$ cat config.mk
export PLATFORM = sky130hd
export DESIGN_NAME = fetch_unit
export DESIGN_NICKNAME = d
export VERILOG_FILES = /design/src/rtl/fetch_pkg.sv /design/src/rtl/fetch_timeout_ctr.sv /design/src/rtl/fetch_unit.sv
export SDC_FILE = /design/constraint.sdc
export NUM_CORES = 1
export LEC_CHECK = 0
export ABC_AREA = 1
export CAP_MARGIN = 20
export CORE_ASPECT_RATIO = 0.8
export CORE_UTILIZATION = 35
export CTS_CLUSTER_SIZE = 20
export DETAILED_ROUTE_END_ITERATION = 8
export RECOVER_POWER = 25
export REMOVE_ABC_BUFFERS = 1
export SLEW_MARGIN = 20
export SYNTH_ARGS = -nofsm -noshare
export SYNTH_HDL_FRONTEND = slang
export SYNTH_SLANG_ARGS = --single-unit
$ cat constraint.sdc
create_clock -name Clk -period 2.1 [get_ports Clk]
set_clock_uncertainty 0.15 [all_clocks]
set_input_delay 0.315 -clock Clk [delete_from_list [all_inputs] [get_ports Clk]]
set_output_delay 0.315 -clock Clk [all_outputs]
set_load 0.05 [all_outputs]
$ cat src/rtl/fetch_pkg.sv
// Shared types and constants for the instruction-fetch stage.
//   fetch_state_t : fetch FSM state encoding
//   PCMUX_*       : PC unit mux selects; the fetch stage only ever requests increment
package fetch_pkg;

    typedef enum logic [2:0] {
        IDLE,
        ISSUE,
        WAIT,
        HOLD,
        ERR
    } fetch_state_t;

    localparam logic [1:0] PCMUX_BUS  = 2'b00;
    localparam logic [1:0] PCMUX_ADDR = 2'b01;
    localparam logic [1:0] PCMUX_INC  = 2'b10;

endpackage

$ cat src/rtl/fetch_timeout_ctr.sv
// Memory-wait counter for the fetch stage.
//   Clk, Reset_al : clock, async active-low reset
//   clr_i         : restart the count (to 0, or to 1 when en_i is also high)
//   en_i          : count one more wait cycle
//   tc_o          : count has reached MAX_WAIT
module fetch_timeout_ctr #(
    parameter int unsigned MAX_WAIT = 15
) (
    input  logic Clk,
    input  logic Reset_al,
    input  logic clr_i,
    input  logic en_i,
    output logic tc_o
);

    logic [7:0] cnt_q, cnt_d;

    // clr_i with en_i means "first wait cycle starts now", so the count lands on 1.
    always_comb begin
        cnt_d = cnt_q;
        if (clr_i) begin
            cnt_d = en_i ? 8'd1 : 8'd0;
        end else if (en_i) begin
            cnt_d = cnt_q + 8'd1;
        end
    end

    always_ff @(posedge Clk or negedge Reset_al) begin
        if (!Reset_al) begin
            cnt_q <= 8'd0;
        end else begin
            cnt_q <= cnt_d;
        end
    end

    assign tc_o = (cnt_q == MAX_WAIT[7:0]);

endmodule

$ cat src/rtl/fetch_unit.sv
// Instruction-fetch stage: latches PC into MAR, reads memory, pulses the PC
// unit to increment, and hands the returned word to decode as IR.
//   Clk, Reset_al        : clock, async active-low reset
//   Run, PC_val, Redirect: fetch enable, current PC, branch/jump squash
//   LD_PC, PCMUX         : PC unit increment strobe and mux select
//   Mem_req/addr/rdy/rdata: variable-latency memory read port
//   IR, IR_valid, IR_ready: instruction handshake to decode
//   Fetch_busy, Fetch_err: status (not idle, sticky memory timeout)
//
// state | meaning
// IDLE  | waiting for Run without Redirect; MAR captures PC_val on exit
// ISSUE | first request cycle, PC increment strobe
// WAIT  | request held until Mem_rdy, bounded by MAX_WAIT
// HOLD  | IR presented to decode until accepted or redirected
// ERR   | memory timeout; left only through reset
module fetch_unit
    import fetch_pkg::*;
#(
    parameter int unsigned MAX_WAIT = 15,
    parameter logic [15:0] RESET_IR = 16'h0000
) (
    input  logic        Clk,
    input  logic        Reset_al,
    input  logic        Run,
    input  logic [15:0] PC_val,
    input  logic        Redirect,
    output logic        LD_PC,
    output logic [1:0]  PCMUX,
    output logic        Mem_req,
    output logic [15:0] Mem_addr,
    input  logic        Mem_rdy,
    input  logic [15:0] Mem_rdata,
    output logic [15:0] IR,
    output logic        IR_valid,
    input  logic        IR_ready,
    output logic        Fetch_busy,
    output logic        Fetch_err
);

    fetch_state_t state_q, state_d;
    logic [15:0]  mar_q, mar_d;
    logic [15:0]  ir_q, ir_d;
    logic         squash_q, squash_d;
    logic         ctr_clr, ctr_en, ctr_tc;

    fetch_timeout_ctr #(.MAX_WAIT(MAX_WAIT)) u_timeout (
        .Clk      (Clk),
        .Reset_al (Reset_al),
        .clr_i    (ctr_clr),
        .en_i     (ctr_en),
        .tc_o     (ctr_tc)
    );

    // The read data register doubles as IR: a word is only written when it will
    // be delivered, so squashed reads never disturb the instruction on display.
    always_comb begin
        state_d  = state_q;
        mar_d    = mar_q;
        ir_d     = ir_q;
        squash_d = squash_q;
        LD_PC    = 1'b0;
        Mem_req  = 1'b0;
        IR_valid = 1'b0;
        ctr_clr  = 1'b0;
        ctr_en   = 1'b0;

        case (state_q)
            IDLE: begin
                ctr_clr = 1'b1;
                if (Run && !Redirect) begin
                    mar_d   = PC_val;
                    state_d = ISSUE;
                end
            end
            ISSUE: begin
                Mem_req = 1'b1;
                LD_PC   = !Redirect;
                if (Redirect) squash_d = 1'b1;
                if (Mem_rdy) begin
                    squash_d = 1'b0;
                    if (squash_q || Redirect) begin
                        state_d = IDLE;
                    end else begin
                        ir_d    = Mem_rdata;
                        state_d = HOLD;
                    end
                end else begin
                    ctr_clr = 1'b1;
                    ctr_en  = 1'b1;
                    state_d = WAIT;
                end
            end
            WAIT: begin
                Mem_req = 1'b1;
                if (Redirect) squash_d = 1'b1;
                if (Mem_rdy) begin
                    squash_d = 1'b0;
                    if (squash_q || Redirect) begin
                        state_d = IDLE;
                    end else begin
                        ir_d    = Mem_rdata;
                        state_d = HOLD;
                    end
                end else if (ctr_tc) begin
                    state_d = ERR;
                end else begin
                    ctr_en = 1'b1;
                end
            end
            HOLD: begin
                // Redirect masks the handshake combinationally so decode never
                // accepts a wrong-path instruction.
                IR_valid = !Redirect;
                if (Redirect || IR_ready) state_d = IDLE;
            end
            ERR: begin
            end
            default: state_d = IDLE;
        endcase
    end

    always_ff @(posedge Clk or negedge Reset_al) begin
        if (!Reset_al) begin
            state_q  <= IDLE;
            mar_q    <= 16'h0000;
            ir_q     <= RESET_IR;
            squash_q <= 1'b0;
        end else begin
            state_q  <= state_d;
            mar_q    <= mar_d;
            ir_q     <= ir_d;
            squash_q <= squash_d;
        end
    end

    assign PCMUX      = PCMUX_INC;
    assign Mem_addr   = mar_q;
    assign IR         = ir_q;
    assign Fetch_busy = (state_q != IDLE);
    assign Fetch_err  = (state_q == ERR);

endmodule

# After elaboration in Yosys (flattened, before gate mapping)
# Index checks and enable logic that the tools add are counted.
[word_totals]
ff_bits = 44
out_inout_bits = 39
word_cells = 49
[classes]
addsub = 1
eq_ne = 8
muxes = 20
bitwise = 2
n_reduce_logical = 13
[ops]
columns = ["operator", "count"]
rows = [
  ["2-to-1 mux 8 bit", 2],
  ["one-hot mux 3 bit (5 select lines)", 1],
  ["2-to-1 mux 3 bit", 4],
  ["2-to-1 mux 1 bit", 9],
  ["adder 8 x 1 -> 8 bit (second input constant)", 1],
  ["equality test 8 x 4 -> 1 bit (second input constant)", 1],
  ["equality test 3 x 2 -> 1 bit (second input constant)", 2],
  ["2-to-1 mux 2 bit", 2],
  ["!= test 2 bit (second input constant)", 2],
  ["one-hot mux 1 bit (2 select lines)", 2],
  ["AND reduction 2 bit", 2],
  ["AND reduction 4 bit", 1],
  ["nonzero test 2 bit", 2],
  ["equality test 3 x 1 -> 1 bit (second input constant)", 1],
  ["equality test 3 bit (second input constant)", 1],
  ["zero test 3 bit", 1],
  ["!= test 3 bit (second input constant)", 1],
  ["AND reduction 3 bit", 1],
  ["nonzero test 3 bit", 1],
  ["logical OR 1 bit", 2],
  ["NOT 1 bit", 2],
  ["OR reduction 2 bit", 1],
  ["logical AND 1 bit", 1],
  ["zero test 1 bit", 1],
]

# Longest topological paths before layout
[depth]
word_depth = 6
ltp_mapped = 8
ltp_nobuf = 8

# Hierarchy
# From an unflattened synthesis, not the netlist that was laid out.
[unflattened]
hier_cells = 246
area_unflattened_um2 = 2058.2
[modules_own_cells]
columns = ["module", "n_inst", "cells_each", "area_each_um2"]
rows = [
  ["fetch_unit", 1, 188, 1605.3],
  ["fetch_timeout_ctr", 1, 58, 452.9],
]

# Worst setup path after synthesis
# No wires, ideal clock.
[synth_path]
kind = "register to output"
startpoint = "register state_q[2]"
endpoint = "output port IR_valid"
arrival_time_ps = 1985
required_time_ps = 1635
path_slack_ps = -350
stages_incl_launch_ff = 2
path_buffers = 0
path_cell_list = "dfrtp_1 nor4_1"
[synth_between]
elab_chain_cells = 2
[synth_lines]
columns = ["item", "line", "text"]
rows = [
  ["start, declared", "fetch_unit.sv:40", "fetch_state_t state_q, state_d;"],
  ["start signal, assigned", "fetch_unit.sv:129", "state_q <= state_d;"],
  ["equality test 3 x 2 -> 1 bit", "fetch_unit.sv:67", "case (state_q)"],
  ["2-to-1 mux 1 bit", "fetch_unit.sv:67", ""],
  ["end, declared", "fetch_unit.sv:34", "output logic IR_valid,"],
]
# Every way passes these cells.

# Worst setup path after layout
[layout_path]
startpoint = "register mar_q[10], in the netlist Mem_addr[10]"
endpoint = "output port Mem_addr[10]"
[layout_rtl]
columns = ["item", "line", "text"]
rows = [
  ["start, declared", "fetch_unit.sv:41", "logic [15:0] mar_q, mar_d;"],
  ["start signal, assigned", "fetch_unit.sv:130", "mar_q <= mar_d;"],
  ["end, declared", "fetch_unit.sv:30", "output logic [15:0] Mem_addr,"],
]
# No word-level cell between the ends.

==> flow_summary.toml <==
[yosys]
synth_edf_count = 0
seq_area_frac_synth = 0.500
yosysWarnings = 0
synth_area_leader_cell = "dfrtp_1"
avgSynthCellArea_sq_um = 8.57
synth_seq_cells = 44
synthMostInstantiatedCell = "nand2_1"
synthCells = 257
synthesis.area_sq_mm = 0.00220
synthArstFlopShare = 1.00
synth_area_leaders = "dfrtp_1 50%, nand2_1 14%, nand3_1 4.5%, inv_1 4.4%, nand3_2 4.1%"
synth_top_area_frac = 0.500
synth.distinct_cells = 32
yosys-top-cells-count = "83 x nand2_1, 44 x dfrtp_1, 26 x inv_1, 20 x nand3_1, 13 x nor2_1"
synth_ff_type = "dfrtp_1"

[timing]
rsz0062_at_grt = "no"
finalCritPeriodShare = 0.922
hold_viol_final = 0
setup_violations = 0
worst_slew_pin_slew_ns = 1.00
maxSlewHeadroom = 0.332
period_minus_slack_ns = 1.94
final_max_slew_viol_count = 0
tns_ns = 0
fmax_mhz = 517

[grt]
grt_pass1_wl_um = 8420
grt_pass1_vias = 1800
grt_usage = 0.162
overflow = 0
grt_antenna_before_repair = 0
grt_max_degree = 33

[setup_path]
crit_type = "reg -> out"
crit_chain = "clkdlybuf4s50_1"
crit_buf_inv = 1
critPathMaxFanout = 2
critPathTopFamily = "buffers and inverters"
cp-end-kind = "output port"
cp.arrival_ns = 1.47
cp_slowest_cell = "clkdlybuf4s50_1"
cp.required_ns = 1.63
cp-start-kind = "register"
cp_slowest_stage_delay_ns = 0.81

[floorplanning]
die_w_um = 90.7
start_util = 0.369
fp.dieH_um = 72.9
rows = 25
core_sq_mm = 0.00597
ioPinCount = 77
die-area_sq_mm = 0.00662

[routing]
postRouteAntennaNets = 0
via_count = 1903
dr.pass1.iters = 4
wl_um = 4940
drt-initial-drc-count = 74
viasPerCell = 4.54
wl_per_cell_um = 11.8
drc_errors = 0

[power_and_ir_drop]
vdd_drop_max_mv = 0.665
power.total_w = 0.00479
combPwrFrac = 0.608
swShare = 0.503
switching_power_w = 0.00241
power.density_mw_per_mm2 = 1520
p_seq_frac = 0.288
p_leak_nw = 1.54
internal_power_w = 0.00238
power_frac_clock = 0.104

[clock_tree]
clock_latency_ns = 0.29
cts_tree = "done"
cts.clk_slew.worst_paths_ns = 0.08
numCtsBuffers = 5
clockRootBuffer = "clkbuf_8"
cts_sinks = 44
cts_buffer_depth = 2
htreeDepth = 2
post_cts_resized = 0

[job]
cap_violations = 0

[placement]
portBuffers = 74
dp_hpwl_um = 3620
gp_congestion = 0.783

[final_layout]
fin_nets = 377
antenna_cells = 0
final_core_util = 0.526
drive_gt1_frac = 0.142
area_growth_pct = 42.8
nFillCells = 603

[hold_path]
hold_class = "reg -> reg"

[run_status]
status = "finished clean"
[area by class of cell]
class                           count  area (sq um)  area share
Multi-Input combinational cell    174           886       0.282
Clock inverter                      1          5.00     0.00159
Clock buffer                        6          72.6      0.0231
Sequential cell                    44          1100       0.350
Tap cell                           81           101      0.0322
Timing Repair Buffer               84           870       0.277
Inverter                           29           109      0.0346
[worst paths after layout]
kind,depth (start not counted),end,slack (ns),startpoint
hold reg to reg,2,IR[7],0.33,IR[7]
setup / recovery,1,Mem_addr[10],0.16,Mem_addr[10]
setup reg to reg,8,state_q[1],0.43,u_timeout.cnt_q[0]
max in group asynchronous,3,Mem_addr[3],0.31,Reset_al
min in group asynchronous,2,squash_q,0.56,Reset_al
hold / removal,2,IR[7],0.33,IR[7]
[per-layer routing]
layer / up-vias / share of wire / GRT usage
met2: 59 / 0.41 / 0.242
li1: 974 / - / -
met5: - / 0 / 0
met3: 5 / 0.064 / 0.0396
met1: 865 / 0.51 / 0.228
met4: 0 / 0.012 / 0.0591
[stage by stage]
step | cells | area [sq um] | setup slack (ns) | hold WS, ns
finish | 419 | 3140 | 0.164 | 0.325
global route | 419 | 3140 | 0.0639 | 0.360
CTS | 419 | 3150 | 0.150 | 0.328
detailed placement | 411 | 3060 | 0.207 | 0.129
global placement | 411 | 3060 | 0.230 | 0.134
floorplan | 247 | 2100 | -0.350 | -0.131
[logic make-up after synthesis]
family,share of synthesized area
AOI/OAI and AO/OA,0.0568
adders and majority gates,0.00568
buffers and inverters,0.0977
other,0.00341
DFF,0.500
and+or+nand+nor,0.336
[power by group through the flow]
| stage | registers (W) | clock network [W] | logic [W] |
|---|---|---|---|
| final | 0.00138 | 0.000498 | 0.00291 |
| after global routing | 0.00143 | 0.000546 | 0.00310 |
| after CTS | 0.00139 | 0.000517 | 0.00294 |
| after detailed placement | 0.00140 | 0 | 0.00293 |
| after global placement | 0.00139 | 0 | 0.00291 |
| after floorplan | 0.00236 | 0 | 0.000872 |
[flip-flops by register name, summed over array words and instances, names as in the netlist]
register / cells
squash_q: 1
state_q: 3
IR: 16
u_timeout.cnt_q: 8
Mem_addr: 16
[layout by cell type, fill, tap and decap left out, types with 2 or more instances in the layout]
cell	synthesis	final
nand2_1	83	83
clkdlybuf4s50_1	0	68
dfrtp_1	44	44
inv_1	26	26
nand3_1	20	20
nor2_1	13	13
o21ai_1	11	11
nand3_2	9	9
nand4_1	7	7
o21ai_0	7	7
buf_12	2	6
buf_4	2	6
clkbuf_8	1	5
inv_2	3	3
nand2_4	3	3
nor2_4	2	2
nand2_2	2	2
nor2_2	2	2
a21oi_1	2	2
or2_2	2	2
conb_1	2	2
clkbuf_1	0	2
clkbuf_2	1	2
[repair_timing]
action,in CTS,in global routing
endpoints found under the hold margin,17,0
hold buffers,1,0
setup buffers,0,0
(Power assumes the default switching activity.)
